`config.mk`:
```
export PLATFORM = sky130hd
export DESIGN_NAME = buzzer_arbiter
export DESIGN_NICKNAME = d
export VERILOG_FILES = /design/src/rtl/buzzer_arbiter.sv
export SDC_FILE = /design/constraint.sdc
export NUM_CORES = 1
export LEC_CHECK = 0
export BUFFER_PORTS_ARGS = -buffer_cell sky130_fd_sc_hd__buf_2
export CAP_MARGIN = 10
export CORE_UTILIZATION = 63
export DETAILED_ROUTE_END_ITERATION = 12
export GPL_ROUTABILITY_DRIVEN = 0
export PLACE_DENSITY = 0.93
export SYNTH_ARGS = -nofsm -noshare
export SYNTH_HDL_FRONTEND = slang
export SYNTH_SLANG_ARGS = --single-unit
export TNS_END_PERCENT = 1
```
`constraint.sdc`:
```
create_clock -name clk -period 5.1 [get_ports clk]
set_input_delay 0.765 -clock clk [delete_from_list [all_inputs] [get_ports clk]]
set_output_delay 0.765 -clock clk [all_outputs]
set_load 0.05 [all_outputs]
```
`src/rtl/buzzer_arbiter.sv`:
```
// buzzer_arbiter: shares one buzzer key/key_on output between the piano's note
// sources (free play, autoplay, learning mode). Every grant sounds for at least
// MIN_HOLD cycles and every change of owner is separated by GAP_CYCLES silent
// cycles. Fixed priority (index 0 highest) with preemption by default.
// Optional build macro ARB_ROUND_ROBIN_EN: round-robin winner search starting
// after the last owner, with preemption disabled (preempt tied low).
module buzzer_arbiter #(
  parameter int unsigned NUM_REQ    = 3,
  parameter int unsigned MIN_HOLD   = 5000000,
  parameter int unsigned GAP_CYCLES = 1000000,
  parameter int unsigned CNT_W      = 26
) (
  input  logic                 clk,
  input  logic                 rst,
  input  logic [NUM_REQ-1:0]   req,
  input  logic [4*NUM_REQ-1:0] req_key,
  input  logic [NUM_REQ-1:0]   enable_mask,
  output logic                 key_on,
  output logic [3:0]           key,
  output logic [NUM_REQ-1:0]   grant,
  output logic                 busy,
  output logic                 preempt
);

  localparam int unsigned IdxW = (NUM_REQ > 1) ? $clog2(NUM_REQ) : 1;
  localparam logic [CNT_W-1:0] HoldLast = CNT_W'(MIN_HOLD - 1);
  localparam logic [CNT_W-1:0] GapLast  = CNT_W'(GAP_CYCLES - 1);

  typedef enum logic [1:0] {StIdle, StPlay, StGap} state_e;

  state_e             state_q, state_d;
  logic [CNT_W-1:0]   hold_cnt_q, hold_cnt_d;
  logic [CNT_W-1:0]   gap_cnt_q, gap_cnt_d;
  logic [IdxW-1:0]    owner_q, owner_d;
  logic               key_on_q, key_on_d;
  logic [3:0]         key_q, key_d;
  logic [NUM_REQ-1:0] grant_q, grant_d;
  logic               busy_q, busy_d;
  logic               preempt_q, preempt_d;

  logic [NUM_REQ-1:0] eff;
  logic               win_valid;
  logic [IdxW-1:0]    win_idx;
  logic               hold_done;
  logic               owner_present;
  logic               higher_pri;
  logic               start_play;

  assign eff       = req & enable_mask;
  assign hold_done = (hold_cnt_q == HoldLast);

  // Owner is still requesting (and still enabled by its mode).
  assign owner_present = eff[owner_q];

`ifdef ARB_ROUND_ROBIN_EN
  logic [IdxW-1:0] last_owner_q, last_owner_d;

  // Round-robin winner: first set bit of eff starting just after the last owner.
  always_comb begin
    int unsigned idx;
    idx       = 0;
    win_valid = 1'b0;
    win_idx   = '0;
    for (int unsigned i = 0; i < NUM_REQ; i++) begin
      idx = (int'(last_owner_q) + 1 + i) % NUM_REQ;
      if (!win_valid && eff[idx]) begin
        win_valid = 1'b1;
        win_idx   = IdxW'(idx);
      end
    end
  end

  // Round-robin never displaces an owner.
  assign higher_pri = 1'b0;

  // Last-owner pointer; starts at the top index so requester 0 is searched first.
  always_ff @(posedge clk) begin
    if (rst) begin
      last_owner_q <= IdxW'(NUM_REQ - 1);
    end else begin
      last_owner_q <= last_owner_d;
    end
  end

  // Remember whoever was just granted.
  always_comb begin
    last_owner_d = last_owner_q;
    if (start_play) begin
      last_owner_d = win_idx;
    end
  end
`else
  // Fixed-priority winner: lowest set index of eff.
  always_comb begin
    win_valid = |eff;
    win_idx   = '0;
    for (int i = NUM_REQ - 1; i >= 0; i--) begin
      if (eff[i]) begin
        win_idx = IdxW'(i);
      end
    end
  end

  // Any enabled requester with a better (lower) index than the current owner.
  always_comb begin
    higher_pri = 1'b0;
    for (int i = 0; i < NUM_REQ; i++) begin
      if ((i < int'(owner_q)) && eff[i]) begin
        higher_pri = 1'b1;
      end
    end
  end
`endif

  // Next-state, counters and registered-output values.
  always_comb begin
    state_d    = state_q;
    hold_cnt_d = hold_cnt_q;
    gap_cnt_d  = gap_cnt_q;
    owner_d    = owner_q;
    key_d      = key_q;
    preempt_d  = 1'b0;
    start_play = 1'b0;

    unique case (state_q)
      StIdle: begin
        if (win_valid) begin
          start_play = 1'b1;
        end
      end
      StPlay: begin
        if (hold_done && (higher_pri || !owner_present)) begin
          // Release and preemption on the same edge count as a preemption.
          state_d   = StGap;
          gap_cnt_d = '0;
          preempt_d = higher_pri;
        end else begin
          if (!hold_done) begin
            hold_cnt_d = hold_cnt_q + CNT_W'(1);
          end
          // A departed owner's note is frozen until the minimum hold elapses.
          if (owner_present) begin
            key_d = req_key[4*int'(owner_q) +: 4];
          end
        end
      end
      StGap: begin
        if (gap_cnt_q == GapLast) begin
          if (win_valid) begin
            start_play = 1'b1;
          end else begin
            state_d = StIdle;
          end
        end else begin
          gap_cnt_d = gap_cnt_q + CNT_W'(1);
        end
      end
      default: begin
        state_d = StIdle;
      end
    endcase

    if (start_play) begin
      state_d    = StPlay;
      owner_d    = win_idx;
      hold_cnt_d = '0;
      key_d      = req_key[4*int'(win_idx) +: 4];
    end

    key_on_d = (state_d == StPlay);
    busy_d   = (state_d != StIdle);
    grant_d  = key_on_d ? (NUM_REQ'(1) << owner_d) : '0;
    if (!key_on_d) begin
      key_d = '0;
    end
  end

  // State, counters and registered outputs; synchronous reset abandons any note or gap.
  always_ff @(posedge clk) begin
    if (rst) begin
      state_q    <= StIdle;
      hold_cnt_q <= '0;
      gap_cnt_q  <= '0;
      owner_q    <= '0;
      key_on_q   <= 1'b0;
      key_q      <= '0;
      grant_q    <= '0;
      busy_q     <= 1'b0;
      preempt_q  <= 1'b0;
    end else begin
      state_q    <= state_d;
      hold_cnt_q <= hold_cnt_d;
      gap_cnt_q  <= gap_cnt_d;
      owner_q    <= owner_d;
      key_on_q   <= key_on_d;
      key_q      <= key_d;
      grant_q    <= grant_d;
      busy_q     <= busy_d;
      preempt_q  <= preempt_d;
    end
  end

  assign key_on  = key_on_q;
  assign key     = key_q;
  assign grant   = grant_q;
  assign busy    = busy_q;
  assign preempt = preempt_q;

endmodule

```
==> run_results.csv, run 1 <==
group,metric,value,unit
logic_synthesis,ys_seq_elements,66,
setup_path,critPathKind,"reg2reg",
setup_path,required,5360,ps
pwr,powerDensity,288.7,nW/um2
cts,post_cts_buffers,0,
worst_hold_path,hold_path_class,"reg2reg",
cts,clock_latency,360,ps
logic_synthesis,synthTopCellsByArea,"dfxtp_1 (40%), nor2_1 (6.2%), xor2_1 (5.9%)",
drt,routed_wl,7107,um
setup_path,worst_path_max_delay_cell,"nor4_4",
floorplan,rows,25,
setup_path,cp_cell_sequence,"ha_1 -> nor3b_1 -> nand4_1 -> or2_4 -> nor4_4 -> o2111ai_2 -> or4_1 -> a21oi_1",
pwr,total_leakage_power,1.245,nW
setup_path,slowest_delay,690,ps
sta,finalSetupViolCount,0,
layout,drive_above_1_share,0.1544,
logic_synthesis,synthDistinctLibCells,55,
sta,worst_pin_slew,1015,ps
logic_synthesis,synth_xor_area_frac,0.08566,
pwr,ir_drop,0.2422,mV
logic_synthesis,yosys_warnings,0,
place,dp_hpwl,4904,um
sta,min_period,3110,ps
drt,via_per_inst,5.992,
global_routing,grt.met2_usage,0.4980,
layout,layout.nets,438,
drt,vias,2924,
layout,area_growth,11.01,%
cts,cts_resized,0,
logic_synthesis,synth_nets,410,
floorplan,die_w,74.07,um
sta,min_period_over_period,0.6097,
cts,cts-root-buf,"clkbuf_8",
setup_path,critical_path_arrival,3370,ps
logic_synthesis,netlist_instances,388,
global_routing,grt_pass1_wl,11630,um
logic_synthesis,yosysTopAreaCell,"dfxtp_1",
global_routing,use_met3,0.08943,
flow_run,maxCapViolations,0,
floorplan,chipHeight,74.07,um
logic_synthesis,yosysMostFrequentCell,"dfxtp_1",
setup_path,cp-start-kind,"flip-flop",
drt,wire_per_inst,14.56,um
floorplan,core_area,4848,um2
drt,postRouteAntennaNets,0,
global_routing,grt_pass1_vias,2659,
cts,cts_tree,"built",
global_routing,grt.busiest_layer,"met2",
drt,drc_errors,0,
logic_synthesis,synth_top_family_by_area,"simple AND/OR/NAND/NOR gates",
floorplan,dieArea,5486,um2
sta,finalMaxSlewViolations,0,
global_routing,grt_max_degree,27,
cts,cts.clk_slew.worst_paths,80,ps
place,dp_slack,2002,ps
place,portBuffers,29,
setup_path,cp.buffers_inverters,0,
cts,holdBufCountCts,0,
sta,rsz0062_at_grt,"no",
global_routing,grt.overflow.total,0,
logic_synthesis,synth_edf_count,0,
drt,firstDrtPassIters,5,
logic_synthesis,synthSimpleGateAreaFrac,0.3021,
sta,relSlewSlack,0.3198,
cts,clockBufferDepth,2,
global_routing,grt_usage,0.2809,
cts,clock-sinks,66,
logic_synthesis,synth_ff_type,"dfxtp_1",
logic_synthesis,synth_fa_ha_area_frac,0.007648,
run_status,status,"finished clean",
setup_path,critical_path.top_delay_family,"simple AND/OR/NAND/NOR gates",
logic_synthesis,syn_area,3272,um2
logic_synthesis,synth_compound_area_frac,0.1652,
layout,fillCellCount,354,
cts,cts_buffers,9,
drt,drt_iter0_markers,221,
logic_synthesis,synthMuxAreaShare,0.006119,
logic_synthesis,ys_seq_area_frac,0.4038,
global_routing,antenna_found_initial,0,
sta,hold_viol_final,0,
logic_synthesis,avgSynthCellArea,8.433,um2
cts,cts.htree.levels,3,
global_routing,met1_usage,0.3165,
sta,max_freq,321.6,MHz
setup_path,endpoint_kind,"flip-flop",
logic_synthesis,synth.top_cell.area_share,0.4038,
floorplan,ios,30,
logic_synthesis,synth_common_cells,"dfxtp_1 (66), nor2_1 (54), nand2_1 (36)",
setup_path,crit_fanout,15,
logic_synthesis,synthArstFlopShare,0,
sta,clock_skew,9.550,ps
floorplan,start_util,0.6748,
sta,setup_ws,1990,ps
layout,antenna_cells,0,
sta,setup-tns-final,0,ps
## stage by stage
| stage | util | total power [W] | hold WS (ps) | cell area, um2 | std cells |
|---|---|---|---|---|---|
| detailed placement | 0.7099 | 0.0006422 | 484.5 | 3442 | 472 |
| global route | 0.7492 | 0.001082 | 549.4 | 3632 | 488 |
| floorplan | - | 0.0006157 | 457.8 | 3272 | 388 |
| finish | 0.7492 | 0.001049 | 501.4 | 3632 | 488 |
| global placement | 0.7099 | 0.0006395 | 467.7 | 3442 | 472 |
| CTS | 0.7492 | 0.001054 | 499.0 | 3632 | 488 |
## flip-flops by register name, summed over array words and instances, names as in the netlist
register,count
busy,1
gap_cnt_q,26
grant,3
hold_cnt_q,26
key,4
key_on,1
owner_q,2
preempt,1
state_q,2
## cells by family after synthesis
group / Yosys count
multiplexers: 2
buffers and inverters: 22
XOR/XNOR: 32
adder cells (fa/ha/maj): 2
AO/OA/AOI/OAI: 82
AND/OR/NAND/NOR: 182
flip-flops: 66
## final timing paths
check / start / to / depth (start not counted) / slack (ps)
worst min register to register: gap_cnt_q[25] / gap_cnt_q[25] / 2 / 500
worst max-delay path: hold_cnt_q[0] / gap_cnt_q[20] / 8 / 1990
worst max register to register: hold_cnt_q[0] / gap_cnt_q[20] / 8 / 1990
worst min-delay path: gap_cnt_q[25] / gap_cnt_q[25] / 2 / 500
## layout make-up
cell class              instances  area, um2  share of cell area
well taps                      67      83.83             0.02308
repair buffers                 29      145.1             0.03996
clock buffers                  12      165.2             0.04547
multi-input cells             300       1854              0.5105
flip-flops and latches         66       1321              0.3638
inverters                      10      37.54             0.01033
clock inverters                 4      25.02            0.006889
## worst min-delay path, stage by stage (launching register included)
cell	delay (ps)
dfxtp_1	320
o21ai_0	80
a21oi_1	60
## power by group
group	total [W]	internal (W)	switching [W]
Combinational	0.0000993	0.0000287	0.0000706
Clock	0.000416	0.000214	0.000202
Sequential	0.000533	0.000525	0.00000781
Total	0.00105	0.000768	0.000281
## metal layers
metal | wire, um | vias up | part of all wire
met3 | 325 | 11 | 0.046
met4 | 91 | 0 | 0.013
met1 | 3174 | 1376 | 0.45
li1 | - | 1463 | -
met2 | 3515 | 74 | 0.49
met5 | 0 | - | 0
## placed cells by master, fill, tap and decap left out, types with 3 or more instances in the layout
cell / count
a21boi_0: 4
a21oi_1: 19
a31oi_1: 7
and3_1: 7
and4_1: 5
buf_2: 29
clkbuf_8: 12
dfxtp_1: 66
inv_1: 10
nand2_1: 36
nand3_1: 12
nand4_1: 14
nor2_1: 54
nor3_1: 7
nor4_1: 4
nor4b_1: 3
o2111ai_1: 4
o211ai_1: 3
o21ai_0: 21
o21ai_1: 7
o31ai_1: 5
or2_2: 3
or3_1: 12
or4_1: 6
xnor2_1: 10
xor2_1: 22
Power figures use the tool's default switching activity.
==> inputs of run 2 (changes only) <==
- CORE_UTILIZATION: 63 -> 59
- PLACE_DENSITY: 0.93 -> 0.88
- clock period: 5.1 -> 3.1 ns (I/O delays scaled with it)
==> run 2 against run 1 <==
Compared with the run above: clock-buffer cell count shrank 3; global-route usage shrank 1.8 points; clock power grew 72%; clock skew shrank 1.8 ps; combinational power grew 67%; die area grew 6.6%.
==> run_results.csv, run 2 (synthesis gave the netlist of run 1 again) <==
group,metric,value,unit
layout,final_cell_mix,"dfxtp_1 (66), nor2_1 (54), nand2_1 (36)",
floorplan,start_util,0.6247,
sta,relSlewSlack,0.3676,
cts,post_cts_buffers,0,
cts,cts.htree.levels,3,
place,portBuffers,29,
cts,cts_tree,"built",
layout,finalNonFillerCells,496,
setup_path,rrSetupSlack,210,ps
floorplan,die_w,76.47,um
cts,clockBufferDepth,2,
place,dp_cells,480,
run_status,status,"finished clean",
pwr,p_sw_frac,0.2693,
setup_path,cp.buffers_inverters,0,
pwr,powerDensity,478.1,nW/um2
pwr,pwr-share-seq,0.499,
setup_path,critPathKind,"reg2reg",
layout,drive_above_1_share,0.1643,
floorplan,ios,30,
pwr,netSwitchingPower,0.0004732,W
floorplan,dieArea,5848,um2
drt,drc_errors,0,
pwr,pwr-share-comb,0.094,
place,place_area,3483,um2
sta,min_period_over_period,0.9330,
sta,rsz0062_at_grt,"no",
layout,layout.nets,443,
place,dp_hpwl,4844,um
layout,final_area,3676,um2
global_routing,grt_pass1_vias,2795,
sta,finalSetupViolCount,0,
global_routing,grt_usage,0.2632,
setup_path,critical_path.top_delay_family,"simple AND/OR/NAND/NOR gates",
pwr,clkPwrFrac,0.407,
flow_run,maxCapViolations,0,
drt,via_per_inst,5.968,
pwr,ir_drop,0.3024,mV
drt,wire_per_inst,14.72,um
setup_path,slowest_delay,560,ps
sta,setup-tns-final,0,ps
layout,area_growth,12.35,%
sta,worst_pin_slew,943.4,ps
drt,firstDrtPassIters,4,
cts,clock_latency,340,ps
layout,antenna_cells,0,
pwr,total_power,0.001757,W
global_routing,grt_max_degree,27,
worst_hold_path,hold_path_class,"in2reg",
drt,drt_iter0_markers,207,
layout,fillCellCount,406,
cts,cts_buffers,9,
global_routing,antenna_found_initial,0,
sta,clock_skew,7.722,ps
layout,final_common_cell,"dfxtp_1",
pwr,total_leakage_power,1.271,nW
cts,cts_resized,0,
setup_path,required,3370,ps
floorplan,chipHeight,76.47,um
drt,routed_wl,7300,um
setup_path,cp-start-kind,"flip-flop",
setup_path,crit_fanout,16,
drt,vias,2960,
sta,finalMaxSlewViolations,0,
sta,max_freq,345.7,MHz
setup_path,worst_path_max_delay_cell,"or4b_4",
global_routing,grt.overflow.total,0,
cts,cts.clk_slew.worst_paths,80,ps
floorplan,core_area,5238,um2
setup_path,endpoint_kind,"flip-flop",
setup_path,cp_cell_sequence,"or4b_1 -> or4b_4 -> nor3_2 -> nor3_2 -> o21ai_2 -> o21ai_0 -> a21oi_1",
setup_path,cp_common_cell,"nor3_2",
cts,clock-sinks,66,
cts,holdBufCountCts,0,
drt,postRouteAntennaNets,0,
cts,cts-root-buf,"clkbuf_8",
sta,hold_viol_final,0,
pwr,p_int,0.001284,W
setup_path,critical_path_arrival,3160,ps
sta,min_period,2892,ps
global_routing,grt_pass1_wl,12480,um
floorplan,rows,26,
## run 2: cell types whose count changed in the layout (fill, tap and decap cells not counted)
cell	before	now
clkinv_2	2	3
clkbuf_8	12	9
buf_4	0	5
bufinv_16	0	1
inv_6	0	1
## run 2: area by class of cell
cell class              instances  area [um2]  area share
repair buffers                 34       182.7     0.04969
well taps                      70       87.58     0.02383
flip-flops and latches         66        1321      0.3594
clock buffers                   9       123.9     0.03370
clock inverters                 7       68.82     0.01872
multi-input cells             300        1854      0.5044
inverters                      10       37.54     0.01021
## run 2: power by group through the flow
| stage | clock, W | combinational, W | sequential (W) |
|---|---|---|---|
| after CTS | 0.000719 | 0.000166 | 0.000876 |
| after global routing | 0.000754 | 0.000181 | 0.000879 |
| after detailed placement | 0 | 0.000164 | 0.000896 |
| final | 0.000715 | 0.000166 | 0.000876 |
| after global placement | 0 | 0.000162 | 0.000895 |
| after floorplan | 0 | 0.0000797 | 0.000933 |
## run 2: worst register-to-register path: cells and delay by family (launching register included)
family | cells | cell delay (ps)
AOI/OAI and AO/OA | 3 | 850
and+or+nand+nor | 4 | 1610
DFF | 1 | 360
## run 2: path summary, 6_finish.rpt
kind                       start             end  cells past startpoint
hold reg to reg   hold_cnt_q[12]  hold_cnt_q[12]                      2
hold / removal       req_key[11]          key[3]                      3
setup / recovery   gap_cnt_q[20]   gap_cnt_q[21]                      7
setup reg to reg   gap_cnt_q[20]   gap_cnt_q[21]                      7
## run 2: per-layer routing
metal,GRT usage,wire (um),part of all wire
met4,0.09808,121,0.017
met5,0,0,0
met1,0.3268,3283,0.45
met2,0.4423,3564,0.49
met3,0.06108,330,0.045
## run 2: through the flow
stage	hold slack (ps)	setup slack (ps)	util
floorplan	457.8	555.7	-
global placement	468.5	403.9	0.6651
detailed placement	489.9	308.5	0.6651
CTS	368.2	222.9	0.7019
global route	377.6	46.89	0.7019
finish	375.5	207.7	0.7019
